File: config.mk
export PLATFORM = sky130hd
export DESIGN_NAME = color_mixer_arbiter
export DESIGN_NICKNAME = d
export VERILOG_FILES = /design/src/rtl/color_mixer_arbiter.sv
export SDC_FILE = /design/constraint.sdc
export NUM_CORES = 2
export LEC_CHECK = 0
export ABC_AREA = 1
export CAP_MARGIN = 20
export CORE_MARGIN = 2
export CORE_UTILIZATION = 39
export CTS_CLUSTER_DIAMETER = 100
export DETAILED_ROUTE_END_ITERATION = 6
export PLACE_DENSITY_LB_ADDON = 0.2
export SLEW_MARGIN = 10
export SYNTH_ARGS = -nofsm -noshare
export SYNTH_HDL_FRONTEND = slang
export SYNTH_SLANG_ARGS = --single-unit
File: constraint.sdc
create_clock -name aclk -period 6.31 [get_ports aclk]
set_input_delay 1.262 -clock aclk [delete_from_list [all_inputs] [get_ports aclk]]
set_output_delay 1.262 -clock aclk [all_outputs]
set_load 0.02 [all_outputs]
File: src/rtl/color_mixer_arbiter.sv
// Two requesters share one 2-stage colour mixer through round-robin arbitration.
// Per-requester result FIFOs plus credit accounting ensure that no result is ever dropped.
module color_mixer_arbiter #(
  parameter int SUB_PIXEL_WIDTH     = 8,
  parameter int NUMBER_OF_SUB_PIXEL = 4,
  parameter int TAG_WIDTH           = 8,
  parameter int FIFO_DEPTH          = 4,
  localparam int PIXEL_WIDTH        = SUB_PIXEL_WIDTH * NUMBER_OF_SUB_PIXEL
) (
  input  logic                   aclk,
  input  logic                   reset,
  input  logic                   s0_valid,
  output logic                   s0_ready,
  input  logic [PIXEL_WIDTH-1:0] s0_color_a,
  input  logic [PIXEL_WIDTH-1:0] s0_color_b,
  input  logic [PIXEL_WIDTH-1:0] s0_color_c,
  input  logic [PIXEL_WIDTH-1:0] s0_color_d,
  input  logic [TAG_WIDTH-1:0]   s0_tag,
  input  logic                   s1_valid,
  output logic                   s1_ready,
  input  logic [PIXEL_WIDTH-1:0] s1_color_a,
  input  logic [PIXEL_WIDTH-1:0] s1_color_b,
  input  logic [PIXEL_WIDTH-1:0] s1_color_c,
  input  logic [PIXEL_WIDTH-1:0] s1_color_d,
  input  logic [TAG_WIDTH-1:0]   s1_tag,
  output logic                   m0_valid,
  input  logic                   m0_ready,
  output logic [PIXEL_WIDTH-1:0] m0_color,
  output logic [TAG_WIDTH-1:0]   m0_tag,
  output logic                   m1_valid,
  input  logic                   m1_ready,
  output logic [PIXEL_WIDTH-1:0] m1_color,
  output logic [TAG_WIDTH-1:0]   m1_tag,
  output logic                   busy
);

  localparam int W   = SUB_PIXEL_WIDTH;
  localparam int W2  = 2 * SUB_PIXEL_WIDTH;
  localparam int PW  = PIXEL_WIDTH;
  localparam int NSP = NUMBER_OF_SUB_PIXEL;
  localparam int AW  = $clog2(FIFO_DEPTH);
  localparam int CW  = AW + 1;
  localparam int EW  = PW + TAG_WIDTH;
  localparam logic [CW:0]   DEPTH_OCC = FIFO_DEPTH[CW:0];
  localparam logic [W2:0]   ROUND     = {{(W + 1){1'b0}}, {W{1'b1}}};

  typedef enum logic {RR_S0 = 1'b0, RR_S1 = 1'b1} rr_t;
  rr_t rr_q, rr_d;

  logic [CW-1:0] count_q    [2];
  logic [CW-1:0] inflight_q [2];
  logic [AW-1:0] wptr_q     [2];
  logic [AW-1:0] rptr_q     [2];
  logic [EW-1:0] mem_q      [2][FIFO_DEPTH];
  logic [CW:0]   occ        [2];
  logic [EW-1:0] head       [2];

  logic [1:0] elig, grant, push, pop, empty, m_ready;

  logic          issue;
  logic [PW-1:0] op_a, op_b, op_c, op_d;
  logic [TAG_WIDTH-1:0] op_tag;

  logic                 v1_q, id1_q;
  logic [TAG_WIDTH-1:0] tag1_q;
  logic [W2-1:0]        pab_q [NSP];
  logic [W2-1:0]        pcd_q [NSP];

  logic [W2:0]          acc [NSP];
  logic [PW-1:0]        mixed;

  logic                 v2_q, id2_q;
  logic [TAG_WIDTH-1:0] tag2_q;
  logic [PW-1:0]        res2_q;

  // Occupancy counts both buffered and in-flight results, so a grant always owns a FIFO slot.
  always_comb begin
    for (int unsigned i = 0; i < 2; i++) begin
      occ[i]   = {1'b0, count_q[i]} + {1'b0, inflight_q[i]};
      empty[i] = (count_q[i] == '0);
    end
    elig[0] = s0_valid && (occ[0] < DEPTH_OCC);
    elig[1] = s1_valid && (occ[1] < DEPTH_OCC);
  end

  always_comb begin
    grant = '0;
    rr_d  = rr_q;
    if (!reset) begin
      if (elig == 2'b11) begin
        grant = (rr_q == RR_S0) ? 2'b01 : 2'b10;
        rr_d  = (rr_q == RR_S0) ? RR_S1 : RR_S0;
      end else if (elig[0]) begin
        grant = 2'b01;
        rr_d  = RR_S1;
      end else if (elig[1]) begin
        grant = 2'b10;
        rr_d  = RR_S0;
      end
    end
  end

  assign s0_ready = grant[0];
  assign s1_ready = grant[1];
  assign issue    = |grant;
  assign op_a     = grant[1] ? s1_color_a : s0_color_a;
  assign op_b     = grant[1] ? s1_color_b : s0_color_b;
  assign op_c     = grant[1] ? s1_color_c : s0_color_c;
  assign op_d     = grant[1] ? s1_color_d : s0_color_d;
  assign op_tag   = grant[1] ? s1_tag     : s0_tag;

  always_ff @(posedge aclk or posedge reset) begin
    if (reset) begin
      v1_q <= 1'b0;
      v2_q <= 1'b0;
    end else begin
      v1_q <= issue;
      v2_q <= v1_q;
    end
  end

  always_ff @(posedge aclk) begin
    if (issue) begin
      id1_q  <= grant[1];
      tag1_q <= op_tag;
      for (int unsigned k = 0; k < NSP; k++) begin
        pab_q[k] <= W2'(op_a[k*W +: W]) * W2'(op_b[k*W +: W]);
        pcd_q[k] <= W2'(op_c[k*W +: W]) * W2'(op_d[k*W +: W]);
      end
    end
  end

  // The rounded sum fits in 2W+1 bits; its top bit set means the shifted value exceeds 2^W-1.
  always_comb begin
    mixed = '0;
    for (int unsigned k = 0; k < NSP; k++) begin
      acc[k] = {1'b0, pab_q[k]} + {1'b0, pcd_q[k]} + ROUND;
      mixed[k*W +: W] = acc[k][W2] ? {W{1'b1}} : acc[k][W2-1:W];
    end
  end

  always_ff @(posedge aclk) begin
    if (v1_q) begin
      id2_q  <= id1_q;
      tag2_q <= tag1_q;
      res2_q <= mixed;
    end
  end

  assign push    = v2_q ? (id2_q ? 2'b10 : 2'b01) : 2'b00;
  assign m_ready = {m1_ready, m0_ready};
  assign pop     = ~empty & m_ready;

  always_ff @(posedge aclk or posedge reset) begin
    if (reset) begin
      rr_q <= RR_S0;
      for (int unsigned i = 0; i < 2; i++) begin
        count_q[i]    <= '0;
        inflight_q[i] <= '0;
        wptr_q[i]     <= '0;
        rptr_q[i]     <= '0;
      end
    end else begin
      rr_q <= rr_d;
      for (int unsigned i = 0; i < 2; i++) begin
        if (push[i]) wptr_q[i] <= wptr_q[i] + 1'b1;
        if (pop[i])  rptr_q[i] <= rptr_q[i] + 1'b1;
        if (push[i] && !pop[i])      count_q[i] <= count_q[i] + 1'b1;
        else if (!push[i] && pop[i]) count_q[i] <= count_q[i] - 1'b1;
        if (grant[i] && !push[i])      inflight_q[i] <= inflight_q[i] + 1'b1;
        else if (!grant[i] && push[i]) inflight_q[i] <= inflight_q[i] - 1'b1;
      end
    end
  end

  always_ff @(posedge aclk) begin
    for (int unsigned i = 0; i < 2; i++) begin
      if (push[i]) mem_q[i][wptr_q[i]] <= {res2_q, tag2_q};
    end
  end

  always_comb begin
    for (int unsigned i = 0; i < 2; i++) begin
      head[i] = empty[i] ? '0 : mem_q[i][rptr_q[i]];
    end
  end

  assign m0_valid = ~empty[0];
  assign m1_valid = ~empty[1];
  assign m0_color = head[0][EW-1:TAG_WIDTH];
  assign m0_tag   = head[0][TAG_WIDTH-1:0];
  assign m1_color = head[1][EW-1:TAG_WIDTH];
  assign m1_tag   = head[1][TAG_WIDTH-1:0];
  assign busy     = ~&empty | (inflight_q[0] != '0) | (inflight_q[1] != '0);

endmodule

==> impl_metrics.json <==
{
  "criticalPathCategory": "in -> reg",
  "cts_inserted_buffers": 56,
  "finish.utilization": 0.4804,
  "die_w_um": 338.0,
  "synth-warning-count": 0,
  "worstSetupEndpointType": "flop",
  "drtIter0Drc": 1707,
  "rsz0062_at_grt": "no",
  "grt.total_usage": 0.1889,
  "port_buffers": 362,
  "tns_ps": 0,
  "design_area_um2": 53160,
  "grt.met3_usage": 0.02002,
  "clock_latency_ps": 620,
  "placed_cells_incl_taps": 6933,
  "multi_input_area_um2": 23750,
  "finalHoldViolCount": 0,
  "critPathMaxFanout": 11,
  "clkTransAtPathRegs_ps": 60,
  "clockRootBuffer": "clkbuf_16",
  "startpoint_type": "input pin",
  "io_pins": 363,
  "grt_max_degree": 82,
  "place.gp.congestion": 0.9068,
  "yosys.area.top_type": "edfxtp_1",
  "synthCells": 4822,
  "die_y_um": 338.0,
  "grt-ovfl-total": 0,
  "synth_area_leaders": "edfxtp_1 (34%), fa_1 (13%), ha_1 (12%), nor2_1 (7.7%), inv_1 (7.4%)",
  "syn2layout_area_growth_pct": 22.22,
  "cts_tree": "built",
  "status": "complete, no violations",
  "stdcell_count": 7037,
  "yosys.area.top_type_share": 0.3438,
  "antenna_left": 0,
  "regArea_um2": 15530,
  "wl_per_cell_um": 15.09,
  "synth.avg_cell_area_um2": 9.021,
  "vias_per_cell": 4.656,
  "drc_errors": 0,
  "syn-num-nets": 5812,
  "wl_um": 106200,
  "cp_data_required_time_ps": 6650,
  "max_clock_freq_ghz": 0.1715,
  "grtUsageMet1": 0.2538,
  "cts_setup_buffers": 0,
  "yosysSeqAreaShare": 0.3570,
  "dp_hpwl_um": 85120,
  "skew_ps": 37.79,
  "min_period_ps": 5830,
  "drive_gt1_frac": 0.1325,
  "synth.distinct_cells": 42,
  "setup_violations": 0,
  "vias": 32760,
  "use_met2": 0.3260,
  "cts.htree.levels": 2,
  "yosys_most_used_dff": "edfxtp_1",
  "async_flop_share": 0.04415,
  "core_area_um2": 110700,
  "fin_nets": 6494,
  "clkSinkCount": 521,
  "cts_resized": 0,
  "busiest_layer": "met2",
  "grt_pass1_vias": 33090,
  "maxCapViolations": 0,
  "floorplan.initialDensity": 0.3930,
  "fin_crit_sh": 0.9239,
  "relSlewSlack": 0.3317,
  "synth_edf_count": 498,
  "fill_cells": 10510,
  "netlist_area_um2": 43500,
  "tightest_slew_ps": 1003,
  "dieArea_um2": 114200,
  "antenna_found_initial": 1,
  "ys_ff_latch": 521,
  "slew_violations": 0,
  "placed_area_um2": 51160,
  "num_rows": 122,
  "grt_pass1_wl_um": 172000,
  "hold_buffers": 0,
  "first_pass_iters": 7,
  "crit_arrival_ps": 6170,
  "cts.path.max_buffers": 3,
  "hold_class": "reg -> reg"
}
area by class of cell:
cell class / count / area share
well taps: 1488 / 0.03502
diodes: 1 / 0.00004707
flip-flops and latches: 521 / 0.2922
repair buffers: 713 / 0.1201
clock inverters: 37 / 0.01038
clock buffers: 65 / 0.02718
inverters: 969 / 0.06842
multi-input cells: 3243 / 0.4467
cell usage in the layout (no fill, tap or decap), drive strengths merged, types with 5 or more instances in the layout:
master           n
inv            972
a21oi          198
nor3            33
nand2          758
clkdlybuf4s50  362
a21o             8
o21ai          333
clkinv          20
buf            350
clkbuf          66
o21bai           6
nand3b           9
fa             292
nand4           34
bufinv          12
a31oi            6
ha             420
dfrtp           23
nand3          126
xor2            58
nor2           894
xnor2           46
or2              5
edfxtp         498
logic make-up (layout without fill, tap and decap cells):
logic type               after synthesis  after routing  synth area share
XOR/XNOR                             104            104           0.02094
adder cells (fa/ha/maj)              712            712            0.2552
buffers and inverters               1058           1784           0.09892
flip-flops                           521            521            0.3570
AO/OA/AOI/OAI                        559            559           0.09535
multiplexers                           4              4          0.001035
other                                  0              1                 0
AND/OR/NAND/NOR                     1864           1864            0.1715
registers in the layout, summed over array words and instances, names as in the netlist, 4 cells and up:
register	flops
rptr_q	4
wptr_q	4
tag1_q	8
mem_q	320
res2_q	32
inflight_q	6
pcd_q	64
count_q	6
pab_q	64
tag2_q	8
per-stage QoR:
step	hold WS, ps	setup slack (ps)
2_1_floorplan	400.3	787.9
3_3_place_gp	402.8	-152.4
3_5_place_dp	404.5	-141.2
4_1_cts	417.3	499.5
5_1_grt	428.9	173.2
6_report	414.8	480.5
cells in the mapped netlist, types with 6 or more instances:
cell and number:
o21ai_1 38, o21ai_2 7, xnor2_1 46, inv_1 857
nor3_1 33, a21oi_1 198, a31oi_1 6, nand2_1 719
inv_2 112, nand3_1 125, buf_6 12, nand4_1 33
dfrtp_1 23, fa_1 292, nor2_1 892, o21ai_0 176
ha_1 420, buf_12 13, nand2_2 38, o21bai_1 6
clkbuf_1 51, xor2_1 58, o21ai_4 112, edfxtp_1 498
a21o_1 8, buf_1 7, nand3b_1 9
layer usage:
| layer | up-vias | part of all wire | wire (um) |
|---|---|---|---|
| met5 | - | 0 | 0 |
| met4 | 0 | 0.024 | 2529 |
| met1 | 15460 | 0.46 | 49300 |
| met2 | 545 | 0.48 | 50660 |
| met3 | 124 | 0.035 | 3728 |
| li1 | 16630 | - | - |
final timing paths:
| check | start | slack (ps) | endpoint | cells after the start |
|---|---|---|---|---|
| setup / recovery | s1_valid | 480 | pab_q[0][14] | 23 |
| hold / removal | tag1_q[3] | 410 | tag2_q[3] | 0 |
| setup reg to reg | count_q[5] | 740 | pab_q[3][12] | 24 |
| hold reg to reg | tag1_q[3] | 410 | tag2_q[3] | 0 |
| max in group asynchronous | reset | 4350 | v1_q | 2 |
| min in group asynchronous | reset | 1290 | inflight_q[1] | 2 |
worst max-delay path, stage by stage:
cell and delay [ps]:
clkdlybuf4s50_1 480, nand4_2 120, nor2_2 210, nand2_8 180, buf_4 260, buf_4 180, nand2_1 110, o21ai_4 90
inv_2 60, nand2_1 60, fa_1 490, fa_1 550, inv_1 50, fa_1 470, inv_1 50, fa_1 470
inv_1 40, ha_1 320, a21oi_1 200, o21ai_0 150, nand2_1 90, nand4_1 90, xor2_1 160
Power is left out: the tool's default activity adds up to more than one toggle a clock period on the data nets, which glitch-free logic cannot reach.
